`config.mk`:
```
export PLATFORM = sky130hd
export DESIGN_NAME = f1_start_seq
export DESIGN_NICKNAME = d
export VERILOG_FILES = /design/src/rtl/f1_start_seq.sv
export SDC_FILE = /design/constraint.sdc
export NUM_CORES = 1
export LEC_CHECK = 0
export ABC_CLOCK_PERIOD_IN_PS = 3100
export CAP_MARGIN = 20
export CORE_ASPECT_RATIO = 1.2
export CORE_MARGIN = 5
export CORE_UTILIZATION = 50
export CTS_CLUSTER_DIAMETER = 60
export DETAILED_ROUTE_END_ITERATION = 12
export PLACE_DENSITY = 0.85
export SLEW_MARGIN = 20
export SYNTH_ARGS = -nofsm -noshare
export SYNTH_HDL_FRONTEND = slang
export SYNTH_SLANG_ARGS = --single-unit
```
`constraint.sdc`:
```
create_clock -name clk -period 3.1 [get_ports clk]
set_input_delay 0.62 -clock clk [delete_from_list [all_inputs] [get_ports clk]]
set_output_delay 0.62 -clock clk [all_outputs]
set_load 0.01 [all_outputs]
```
`src/rtl/f1_start_seq.sv`:
```
// F1 start-light sequencer: tick generator, free-running LFSR and a
// fill / hold / lights-out state machine. The lamps fill one per tick. After
// a pseudo-random hold they blank, and `go` pulses on that same edge.
module f1_start_seq #(
    parameter int WIDTH  = 16,
    parameter int LIGHTS = 8,
    parameter int DLY_W  = 3
) (
    input  logic              clk,
    input  logic              rst,
    input  logic              en,
    input  logic [WIDTH-1:0]  N,
    input  logic              trigger,
    input  logic              abort,
    output logic [LIGHTS-1:0] data_out,
    output logic              tick,
    output logic              busy,
    output logic              go
);

    typedef enum logic [1:0] {
        S_IDLE = 2'd0,
        S_FILL = 2'd1,
        S_HOLD = 2'd2
    } state_t;

    state_t            state_q;
    logic [WIDTH-1:0]  cnt_q;
    logic              tick_q;
    logic [6:0]        lfsr_q;
    logic [6:0]        lfsr_d;
    logic [DLY_W-1:0]  dly_q;
    logic [LIGHTS-1:0] data_q;
    logic              busy_q;
    logic              go_q;
    logic              fill_last_s;

    // x^7+x^6+1 Fibonacci step; this polynomial never leaves the non-zero orbit
    assign lfsr_d = {lfsr_q[5:0], lfsr_q[6] ^ lfsr_q[5]};

    // The tick that shifts in the final one is the tick that completes the fill
    assign fill_last_s = &data_q[LIGHTS-2:0];

    // Tick generator: reload from N when the counter expires, strobe tick for one cycle
    always_ff @(posedge clk) begin
        if (rst) begin
            cnt_q  <= N;
            tick_q <= 1'b0;
        end else if (en) begin
            if (cnt_q == {WIDTH{1'b0}}) begin
                tick_q <= 1'b1;
                cnt_q  <= N;
            end else begin
                tick_q <= 1'b0;
                cnt_q  <= cnt_q - WIDTH'(1);
            end
        end else begin
            tick_q <= 1'b0;
        end
    end

    // Free-running LFSR, independent of en, so the hold delay depends on when
    // the fill completes
    always_ff @(posedge clk) begin
        if (rst) begin
            lfsr_q <= 7'h01;
        end else begin
            lfsr_q <= lfsr_d;
        end
    end

    // Sequencer FSM with registered lamp, busy and go outputs; abort beats any tick
    always_ff @(posedge clk) begin
        if (rst) begin
            state_q <= S_IDLE;
            data_q  <= {LIGHTS{1'b0}};
            dly_q   <= {DLY_W{1'b0}};
            busy_q  <= 1'b0;
            go_q    <= 1'b0;
        end else if (abort) begin
            state_q <= S_IDLE;
            data_q  <= {LIGHTS{1'b0}};
            dly_q   <= {DLY_W{1'b0}};
            busy_q  <= 1'b0;
            go_q    <= 1'b0;
        end else begin
            go_q <= 1'b0;
            case (state_q)
                S_IDLE: begin
                    data_q <= {LIGHTS{1'b0}};
                    if (trigger) begin
                        state_q <= S_FILL;
                        busy_q  <= 1'b1;
                    end else begin
                        busy_q  <= 1'b0;
                    end
                end
                S_FILL: begin
                    if (tick_q) begin
                        data_q <= {data_q[LIGHTS-2:0], 1'b1};
                        if (fill_last_s) begin
                            state_q <= S_HOLD;
                            dly_q   <= lfsr_q[DLY_W-1:0];
                        end else begin
                            state_q <= S_FILL;
                        end
                    end else begin
                        state_q <= S_FILL;
                    end
                end
                S_HOLD: begin
                    if (tick_q) begin
                        if (dly_q != {DLY_W{1'b0}}) begin
                            dly_q <= dly_q - DLY_W'(1);
                        end else begin
                            data_q  <= {LIGHTS{1'b0}};
                            go_q    <= 1'b1;
                            busy_q  <= 1'b0;
                            state_q <= S_IDLE;
                        end
                    end else begin
                        state_q <= S_HOLD;
                    end
                end
                default: begin
                    state_q <= S_IDLE;
                    data_q  <= {LIGHTS{1'b0}};
                    dly_q   <= {DLY_W{1'b0}};
                    busy_q  <= 1'b0;
                end
            endcase
        end
    end

    assign data_out = data_q;
    assign tick     = tick_q;
    assign busy     = busy_q;
    assign go       = go_q;

endmodule
```
==> metrics.md <==
| Metric | Value |
|---|---|
| Vias in the first global route | `1456` |
| Post-Synthesis Cell Area | `1970 µm²` |
| Sequential-to-total area share from yosys stat | `0.478` |
| Clock sink total | `39` |
| Type of origin of the critical path | `flip-flop` |
| Diode count | `0` |
| Reg-to-reg endpoint | `cnt_q[9]` |
| Gr usage total | `0.159` |
| Distinct cells, synth | `34` |
| Via count | `approximately 1500` |
| Area Overhead vs Synth | `23.3%` |
| Filler instances | `343` |
| Placement Rows | `25` |
| Fmax | `424 MHz` |
| Largest cells by area after synthesis | `edfxtp_1 24%, dfxtp_1 23%, nor2_1 6.3%` |
| Hpwl dp | `roughly 2.8 mm` |
| DIE AREA | `~5300 µm²` |
| R2R Setup Slk | `between 700 and 800 ps` |
| Routed wire per std cell | `between 10 and 15 µm` |
| Final worst path period share | `0.762` |
| Post-CTS sizing | `0` |
| Share of post-route cells with drive strength above 1 | `0.0702` |
| Net Sw Power | `approximately 260 µW` |
| Port bufs | `31` |
| First-pass GRT wire length | `6.40 mm` |
| Setup slack after layout | `between 700 and 800 ps` |
| Starting Density | `0.507` |
| Worst Path Arrival | `between 2000 and 2500 ps` |
| Clock Latency Late Sink | `290 ps` |
| Remaining global-route overflow | `0` |
| Logic pwr share | `0.111` |
| Ys Warns | `0` |
| Post-CTS Repair Setup Buffers | `0` |
| Yosys top cell area share | `0.244` |
| Normalized max-slew margin | `0.637` |
| Synth Instances | `between 200 and 250` |
| H-tree depth | `2` |
| Final ANT Viol Nets | `0` |
| Die W | `between 60 and 70 µm` |
| Avg Cell Area, Syn | `9.41 µm²` |
| DRC | `0` |
| Largest net degree at the start of global routing | `21` |
| Flop pwr share | `0.540` |
| Final Wtd Congestion | `approximately 0.77` |
| Slew Viols, Final | `0` |
| P per Cell Area | `about 450 nW/µm²` |
| Hold_sp | `lfsr_q[4]` |
| CTS Buf Count | `5` |
| P_leak | `0.000866 µW` |
| Tmin final | `about 2400 ps` |
| Root Driver | `clkbuf_8` |
| RSZ-0062 raised after global routing | `false` |
| Clk pwr share | `0.349` |
| CTS hold repair buffers | `0` |
| Worst-margin pin slew | `543 ps` |
| Met2 GRT Util | `0.278` |
| Grt peak-use layer | `met2` |
| Clock Skews | `8.06 ps` |
| TritonCTS clock tree | `built` |
| Nets | `270` |
| R2R depth | `6` |
| Die Y | `around 80 µm` |
| Final hold violation count | `0` |
| Most frequent cells in the layout | `33 x nor2_1, 31 x clkdlybuf4s50_1, 23 x dfxtp_1, 16 x edfxtp_1, 15 x a21oi_1` |
| # IOs | `32` |
| Crit-path max FO | `20` |
| M1 GR Usage | `0.178` |
| Peak supply drop | `~350 µV` |
| Power Internal | `between 800 and 900 µW` |
| Worst slack at placement | `roughly 630 ps` |
| RR Startpoint | `cnt_q[7]` |
| Final setup viols | `0` |
| Most common cell after layout, fill and taps aside | `nor2_1` |
| FF+latch count, synth | `39` |
| Worst hold-check path type | `flip-flop to flip-flop` |
| Routed vias/inst | `around 5.1` |
| Clk pin slew, worst setup/hold paths | `about 80 ps` |
| Initial DRC count | `80` |
| WHS Endpoint | `lfsr_q[5]` |
| Core area | `3880 µm²` |
| CP Class | `flip-flop to flip-flop` |
| Sw frac | `0.237` |
| Max Cap Viol | `0` |
| Hold-critical path depth | `1` |
| DR pass1 iterations | `4` |
| Total power | `~1100 µW` |
| Status | `complete, no violations` |
| Final Core Density | `0.625` |
| Routed WL | `between 3 and 4 mm` |
| Area leader, netlist | `edfxtp_1` |
| CP Capture Type | `flip-flop` |
| Clock buffer depth | `2` |
| Initial antenna violation count | `0` |
| Data required, critical path | `roughly 3100 ps` |
| GRT met3 Usage | `0.0424` |
| Setup TNS | `0 ps` |
| Mapped Nets | `238` |
[cell type report]
class	instances	area, µm²	share of cell area
Sequential cell	39	941	0.388
Inverter	10	37.5	0.0155
Timing Repair Buffer	34	333	0.137
Clock inverter	2	8.76	0.00361
Multi-Input combinational cell	151	945	0.389
Tap cell	54	67.6	0.0278
Clock buffer	6	93.8	0.0387
[worst max-delay path by stage]
| stage | from | to | slack (ps) | cells past startpoint |
|---|---|---|---|---|
| 2_1_floorplan | cnt_q[0] | cnt_q[10] | 1020 | 7 |
| 3_3_place_gp | rst | cnt_q[6] | 700 | 4 |
| 3_5_place_dp | rst | cnt_q[6] | 630 | 4 |
| 4_1_cts | cnt_q[7] | cnt_q[9] | 740 | 6 |
| 5_1_grt | cnt_q[7] | cnt_q[7] | 600 | 6 |
| 6_report | cnt_q[7] | cnt_q[9] | 740 | 6 |
[power by group through the flow]
stage | clock (µW) | combinational (µW) | sequential [µW]
finish | 382 | 121 | 590
CTS | 392 | 122 | 590
global placement | 0 | 118 | 601
global route | 417 | 135 | 593
floorplan | 0 | 79.5 | 596
detailed placement | 0 | 121 | 602
[cells by family (layout without fill, tap and decap cells)]
kind of cell             count (synthesis)  after routing  share of synthesized area
buffers and inverters                   19             52                     0.0445
multiplexers                             6              6                     0.0312
XOR/XNOR                                14             14                     0.0623
AND/OR/NAND/NOR                         88             88                      0.229
AO/OA/AOI/OAI                           35             35                      0.104
adder cells (fa/ha/maj)                  8              8                     0.0509
flip-flops                              39             39                      0.478
[synth_stat cells, drive strengths merged]
cell / number
or4: 3
o32ai: 1
o31ai: 1
nand3: 7
nor2: 33
inv: 10
nand3b: 1
or2: 3
o21ai: 5
buf: 3
nand4: 2
edfxtp: 16
xor2: 5
nand2: 11
or3: 1
clkbuf: 6
mux2: 1
nand2b: 5
a22oi: 2
nor3b: 2
a32o: 1
nor2b: 14
nor4: 2
and2: 1
nor3: 3
mux2i: 5
a31oi: 10
xnor2: 9
a21oi: 15
ha: 8
dfxtp: 23
[critical path, cell delays in order (launching register included)]
cell,delay [ps]
edfxtp_1,470
or4_4,600
nor3_4,290
a31oi_2,290
buf_4,290
nor2_1,120
a21oi_1,50
[sequential cells by signal, summed over array words and instances, names as in the netlist]
signal,count
busy,1
cnt_q,16
data_out,8
dly_q,3
go,1
lfsr_q,7
state_q,2
tick,1
[per-stage QoR]
step	area, µm²	hold WS (ps)	instances
2_1_floorplan	1970	414	209
3_3_place_gp	2320	429	288
3_5_place_dp	2320	429	288
4_1_cts	2430	464	296
5_1_grt	2430	466	296
6_report	2430	465	296
[metal layers]
| layer | wire length, µm | vias to the layer above | part of all wire |
|---|---|---|---|
| met5 | 0 | - | 0 |
| met4 | 44 | 0 | 0.012 |
| met3 | 177 | 2 | 0.046 |
| met2 | 1980 | 34 | 0.52 |
| met1 | 1600 | 698 | 0.42 |
| li1 | - | 779 | - |
Note: power is estimated with default switching activity, not from simulation.
